### config.mk
export PLATFORM = sky130hd
export DESIGN_NAME = mem_io_bridge
export DESIGN_NICKNAME = d
export VERILOG_FILES = /design/src/rtl/mem_io_pkg.sv /design/src/rtl/io_tx_fifo.sv /design/src/rtl/mem_io_bridge.sv
export SDC_FILE = /design/constraint.sdc
export NUM_CORES = 1
export LEC_CHECK = 0
export CAP_MARGIN = 20
export CORE_ASPECT_RATIO = 0.7
export CORE_MARGIN = 5
export CORE_UTILIZATION = 40
export CTS_BUF_LIST = sky130_fd_sc_hd__clkbuf_8
export DETAILED_ROUTE_END_ITERATION = 8
export PLACE_DENSITY = 0.68
export SETUP_SLACK_MARGIN = 0.2
export SYNTH_ARGS = -nofsm -noshare
export SYNTH_HDL_FRONTEND = slang
export SYNTH_SLANG_ARGS = --single-unit
### constraint.sdc
create_clock -name clk -period 2.8 [get_ports clk]
set_input_delay 0.56 -clock clk [delete_from_list [all_inputs] [get_ports clk]]
set_output_delay 0.56 -clock clk [all_outputs]
set_load 0.005 [all_outputs]
### src/rtl/mem_io_pkg.sv
// Shared constants for the CPU memory / I/O bridge: window base, register
// offsets, STATUS bit positions and the address decode helper.
package mem_io_pkg;

  localparam logic [12:0] IO_BASE = 13'h1FF0;

  localparam logic [3:0] OFS_TXDATA = 4'd0;
  localparam logic [3:0] OFS_STATUS = 4'd1;
  localparam logic [3:0] OFS_SWITCH = 4'd2;

  localparam int STAT_EMPTY   = 0;
  localparam int STAT_FULL    = 1;
  localparam int STAT_CNT_LSB = 2;
  localparam int STAT_CNT_W   = 3;
  localparam int STAT_OVF     = 15;

  typedef enum logic [1:0] {
    REG_TXDATA,
    REG_STATUS,
    REG_SWITCH,
    REG_NONE
  } io_reg_e;

  // The I/O window is 16 words; only the upper nine address bits select it.
  function automatic logic is_io(input logic [12:0] addr, input logic [12:0] base);
    return addr[12:4] == base[12:4];
  endfunction

  function automatic io_reg_e decode_reg(input logic [3:0] offset);
    case (offset)
      OFS_TXDATA: return REG_TXDATA;
      OFS_STATUS: return REG_STATUS;
      OFS_SWITCH: return REG_SWITCH;
      default:    return REG_NONE;
    endcase
  endfunction

endpackage

### src/rtl/io_tx_fifo.sv
// Transmit FIFO with combinational head output; pointers wrap modulo DEPTH.
// Storage is not reset, only the pointers and occupancy count.
module io_tx_fifo #(
  parameter int DEPTH = 4,
  parameter int WIDTH = 16,
  localparam int AW = $clog2(DEPTH),
  localparam int CW = AW + 1
) (
  input  logic             clk,
  input  logic             rst_n,
  input  logic             push,
  input  logic             pop,
  input  logic [WIDTH-1:0] wdata,
  output logic [WIDTH-1:0] rdata,
  output logic             full,
  output logic             empty,
  output logic [CW-1:0]    count
);

  logic [WIDTH-1:0] mem_reg [DEPTH];
  logic [AW-1:0]    wr_ptr_reg;
  logic [AW-1:0]    rd_ptr_reg;
  logic [CW-1:0]    count_reg;
  logic             pop_ok;
  logic             push_ok;

  assign empty = (count_reg == '0);
  assign full  = (count_reg == CW'(DEPTH));
  assign count = count_reg;
  assign rdata = mem_reg[rd_ptr_reg];

  // When full, a same-cycle pop frees the head slot that wr_ptr points at.
  assign pop_ok  = pop & ~empty;
  assign push_ok = push & (~full | pop_ok);

  always_ff @(posedge clk) begin
    if (push_ok) begin
      mem_reg[wr_ptr_reg] <= wdata;
    end
  end

  always_ff @(posedge clk or negedge rst_n) begin
    if (!rst_n) begin
      wr_ptr_reg <= '0;
      rd_ptr_reg <= '0;
      count_reg  <= '0;
    end else begin
      if (push_ok) begin
        wr_ptr_reg <= wr_ptr_reg + AW'(1);
      end
      if (pop_ok) begin
        rd_ptr_reg <= rd_ptr_reg + AW'(1);
      end
      case ({push_ok, pop_ok})
        2'b10:   count_reg <= count_reg + CW'(1);
        2'b01:   count_reg <= count_reg - CW'(1);
        default: count_reg <= count_reg;
      endcase
    end
  end

endmodule

### src/rtl/mem_io_bridge.sv
// CPU-side bridge: routes word accesses to block RAM or a 16-word I/O window
// holding a TX FIFO, a STATUS register and synchronized switch inputs.
module mem_io_bridge #(
  parameter logic [12:0] IO_BASE    = mem_io_pkg::IO_BASE,
  parameter int          FIFO_DEPTH = 4
) (
  input  logic        clk,
  input  logic        rst_n,
  input  logic [12:0] addr_toRAM,
  input  logic [15:0] data_toRAM,
  input  logic        wrEn,
  output logic [15:0] data_fromRAM,
  output logic [12:0] ram_addr,
  output logic [15:0] ram_wdata,
  output logic        ram_we,
  input  logic [15:0] ram_rdata,
  output logic [15:0] out_data,
  output logic        out_valid,
  input  logic        out_ready,
  input  logic [15:0] sw_in
);

  import mem_io_pkg::*;

  localparam int CNT_W = $clog2(FIFO_DEPTH) + 1;

  logic             io_sel;
  io_reg_e          io_reg;
  logic             tx_wr;
  logic             status_rd;
  logic             fifo_push;
  logic             fifo_pop;
  logic             fifo_full;
  logic             fifo_empty;
  logic [CNT_W-1:0] fifo_count;
  logic             ovf_set;
  logic [15:0]      status_word;
  logic [15:0]      io_rdata_next;

  logic             sel_reg;
  logic [15:0]      io_rdata_reg;
  logic             ovf_reg;
  logic [15:0]      sw_meta_reg;
  logic [15:0]      sw_sync_reg;

  assign io_sel = is_io(addr_toRAM, IO_BASE);
  assign io_reg = decode_reg(addr_toRAM[3:0]);

  assign ram_addr  = addr_toRAM;
  assign ram_wdata = data_toRAM;
  assign ram_we    = wrEn & ~io_sel;

  assign tx_wr     = io_sel & wrEn & (io_reg == REG_TXDATA);
  assign status_rd = io_sel & ~wrEn & (io_reg == REG_STATUS);

  assign out_valid = ~fifo_empty;
  assign fifo_pop  = out_valid & out_ready;
  assign fifo_push = tx_wr & (~fifo_full | fifo_pop);
  assign ovf_set   = tx_wr & fifo_full & ~fifo_pop;

  io_tx_fifo #(
    .DEPTH (FIFO_DEPTH),
    .WIDTH (16)
  ) u_fifo (
    .clk   (clk),
    .rst_n (rst_n),
    .push  (fifo_push),
    .pop   (fifo_pop),
    .wdata (data_toRAM),
    .rdata (out_data),
    .full  (fifo_full),
    .empty (fifo_empty),
    .count (fifo_count)
  );

  always_comb begin
    status_word = '0;
    status_word[STAT_EMPTY] = fifo_empty;
    status_word[STAT_FULL]  = fifo_full;
    status_word[STAT_CNT_LSB +: STAT_CNT_W] = STAT_CNT_W'(fifo_count);
    status_word[STAT_OVF]   = ovf_reg;
  end

  always_comb begin
    io_rdata_next = '0;
    case (io_reg)
      REG_STATUS: io_rdata_next = status_word;
      REG_SWITCH: io_rdata_next = sw_sync_reg;
      default:    io_rdata_next = '0;
    endcase
  end

  // STATUS is captured into io_rdata_reg before overflow clears; a new
  // overflow in the same cycle keeps the flag set.
  always_ff @(posedge clk or negedge rst_n) begin
    if (!rst_n) begin
      sel_reg      <= 1'b0;
      io_rdata_reg <= '0;
      ovf_reg      <= 1'b0;
      sw_meta_reg  <= '0;
      sw_sync_reg  <= '0;
    end else begin
      sel_reg      <= io_sel;
      io_rdata_reg <= io_rdata_next;
      sw_meta_reg  <= sw_in;
      sw_sync_reg  <= sw_meta_reg;
      if (ovf_set) begin
        ovf_reg <= 1'b1;
      end else if (status_rd) begin
        ovf_reg <= 1'b0;
      end
    end
  end

  assign data_fromRAM = sel_reg ? io_rdata_reg : ram_rdata;

endmodule

==> flow_metrics.env <==
export IMPL_slew_viol_final=0
export IMPL_yosysWarnings=0
export IMPL_antenna_found_initial=0
export IMPL_total_power_mw=4.54
export IMPL_start_util=0.406
export IMPL_routabilityCongestion=0.718
export IMPL_crit_type="primary input to register"
export IMPL_numPortBuffers=127
export IMPL_clockBufferDepth=2
export IMPL_synth_xor_area_share=0.0112
export IMPL_synth_edff_count=64
export IMPL_clk_latency_ns=0.41
export IMPL_ir_drop_mv=0.420
export IMPL_max_freq_mhz=389
export IMPL_crit_buf_inv=3
export IMPL_startpoint_type="primary input"
export IMPL_yosys_area_top_type_share=0.408
export IMPL_fin_tns_setup_ns=0
export IMPL_crit_required_ns=3.09
export IMPL_tightest_slew_ns=0.516
export IMPL_fillers=856
export IMPL_muxShareOfSynthArea=0.120
export IMPL_p_clk_frac=0.293
export IMPL_min_path_type="register to register"
export IMPL_period_share=0.918
export IMPL_wirelength_um=9300
export IMPL_synth_seq_cells=121
export IMPL_synthSimpleGateAreaFrac=0.0520
export IMPL_htree_levels=4
export IMPL_wl_per_cell_um=16.1
export IMPL_pin_count=128
export IMPL_postLayoutCoreUtil=0.574
export IMPL_drtIter0Drc=69
export IMPL_clock_skew_ns=0.00874
export IMPL_setup_viol=0
export IMPL_final_cell_mix="115 x clkdlybuf4s50_1, 64 x edfxtp_1, 56 x dfrtp_1, 23 x buf_4, 20 x clkbuf_8"
export IMPL_dr_total_vias=2624
export IMPL_arrival_ns=2.86
export IMPL_fin_nets=482
export IMPL_placed_cell_area_um2=6110
export IMPL_postRouteAntennaNets=0
export IMPL_max_slew_margin=0.656
export IMPL_globalRouteOverflowTotal=0
export IMPL_layout_commonest_cell="clkdlybuf4s50_1"
export IMPL_gr_usage_all_layers=0.137
export IMPL_core_um2=11600
export IMPL_cpMaxStageDelayCell="or4b_4"
export IMPL_die_h_um=101
export IMPL_die_w_um=140
export IMPL_critPathTopFamily="simple AND/OR/NAND/NOR gates"
export IMPL_critical_path_max_fanout=2
export IMPL_maxCapViolCount=0
export IMPL_p_switching_mw=1.15
export IMPL_fp_row_count=33
export IMPL_cts_buffers_inserted=17
export IMPL_p_sw_frac=0.253
export IMPL_synth_area_top_cells="edfxtp_1 41%, dfrtp_1 30%, mux4_2 7.6%"
export IMPL_power_frac_comb=0.265
export IMPL_hold_viol_final=0
export IMPL_worstPathCellList="clkdlybuf4s50_1 > or4b_4 > ha_4 > o21ai_4 > and3_4 > inv_1 > ha_2 > inv_2 > fa_2 > xor2_1 > nor2_1 > xor2_1"
export IMPL_final_cell_area_um2=6660
export IMPL_cts_sinks=121
export IMPL_antenna_cells=0
export IMPL_root_buffer="clkbuf_8"
export IMPL_synthFlopType="edfxtp_1"
export IMPL_dieArea_um2=14100
export IMPL_power_leakage_nw=2.65
export IMPL_synth_area_um2=4710
export IMPL_avgSynthCellArea_um2=17.6
export IMPL_dp_final_hpwl_um=6310
export IMPL_yosysUniqueCellTypes=35
export IMPL_largest_reg_flops=64
export IMPL_synthArstFlopShare=0.471
export IMPL_drc=0
export IMPL_crit_top_cell="xor2_1"
export IMPL_yosys_area_top_type="edfxtp_1"
export IMPL_syn_inst=268
export IMPL_endpoint_kind="register"
export IMPL_cts_clk_slew_worst_paths_ns=0.07
export IMPL_outcome="finished clean"
export IMPL_synth_top_family_by_area="multiplexers"
export IMPL_via_per_inst=4.54
export IMPL_grt_pass1_vias=2872
export IMPL_cts_tree="built"
export IMPL_period_needed_ns=2.57
export IMPL_rsz0062_at_grt="true"
export IMPL_grt_max_degree=47
export IMPL_p_seq_frac=0.442
export IMPL_synthAdderAreaFrac=0.0255
export IMPL_grt_pass1_wl_um=14500
export IMPL_firstDrtPassIters=4
export IMPL_powerDensity_nw_per_um2=682
export IMPL_p_int_mw=3.39
export IMPL_synthesis_nets=342
export IMPL_synth_compound_area_frac=0.0170
export IMPL_syn_to_final_growth_pct=41.4
export IMPL_drive_gt1_frac=0.261
export IMPL_holdWs_ns=0.347
export IMPL_ys_seq_area_frac=0.711
export IMPL_critPathMaxStageDelay_ns=0.55
## metrics by stage
step	std cells	setup slack, ns
2_1_floorplan	268	0.203
3_3_place_gp	532	-0.182
3_5_place_dp	532	-0.263
4_1_cts	565	0.176
5_1_grt	578	0.153
6_report	578	0.228
## kinds of logic after synthesis
group           after synthesis
compound gates               10
xor+xnor                      6
fa+ha+maj                     9
buf+inv                      48
flops                       121
mux                          34
simple gates                 40
## power groups by stage
stage	logic, mW	clock network [mW]	registers, mW
2_1_floorplan	0.523	0	2.01
3_3_place_gp	1.02	0	2.03
3_5_place_dp	1.04	0	2.03
4_1_cts	1.08	1.38	2.00
5_1_grt	1.31	1.46	2.01
6_report	1.20	1.33	2.01
## cell usage after synthesis, drive strengths merged, types with 3 or more instances
library cell,count
clkbuf,3
dfrtp,57
mux2,17
xnor2,3
and2,15
nor3,3
nand2,5
ha,8
buf,34
nor2,4
mux4,16
inv,11
nor2b,6
edfxtp,64
xor2,3
a22oi,5
## timing repair
| item | CTS | global route |
|---|---|---|
| buffers inserted | 1 | 10 |
| setup endpoints to repair | 18 | 18 |
| pin swaps | 3 | 3 |
| gates resized for setup | 5 | 16 |
| cloned | 0 | 1 |
| hold buffers | 0 | 1 |
| hold endpoints to repair | 0 | 6 |
## layout make-up
type	count	area [um^2]	area share
clock inverter	12	76.3	0.0115
clock buffer	20	275	0.0413
timing repair buffer	158	1620	0.243
inverter	11	41.3	0.00620
tap	157	196	0.0295
multi-input combinational	99	1100	0.166
sequential	121	3350	0.503
## final timing paths
path,cells after the start,startpoint,slack (ns),endpoint
worst max-delay path,12,addr_toRAM[2],0.23,u_fifo.count[2]$_DFFE_PN0P_
worst min-delay path,0,sw_meta_reg[10]$_DFF_PN0_,0.35,sw_sync_reg[10]$_DFF_PN0_
worst max register to register,10,u_fifo.count[0]$_DFFE_PN0P_,0.62,u_fifo.count[2]$_DFFE_PN0P_
worst min register to register,0,sw_meta_reg[10]$_DFF_PN0_,0.35,sw_sync_reg[10]$_DFF_PN0_
max in group asynchronous,3,rst_n,1.82,io_rdata_reg[0]$_DFF_PN0_
min in group asynchronous,2,rst_n,0.53,sw_meta_reg[15]$_DFF_PN0_
## layer usage
metal  wire [um]  vias up  global-route usage
met3         565       10              0.0536
met5           0        -                   0
met2        4500       96               0.221
met4          97        0              0.0581
li1            -     1229                   -
met1        4130     1289               0.166
(Power assumes the default switching activity.)
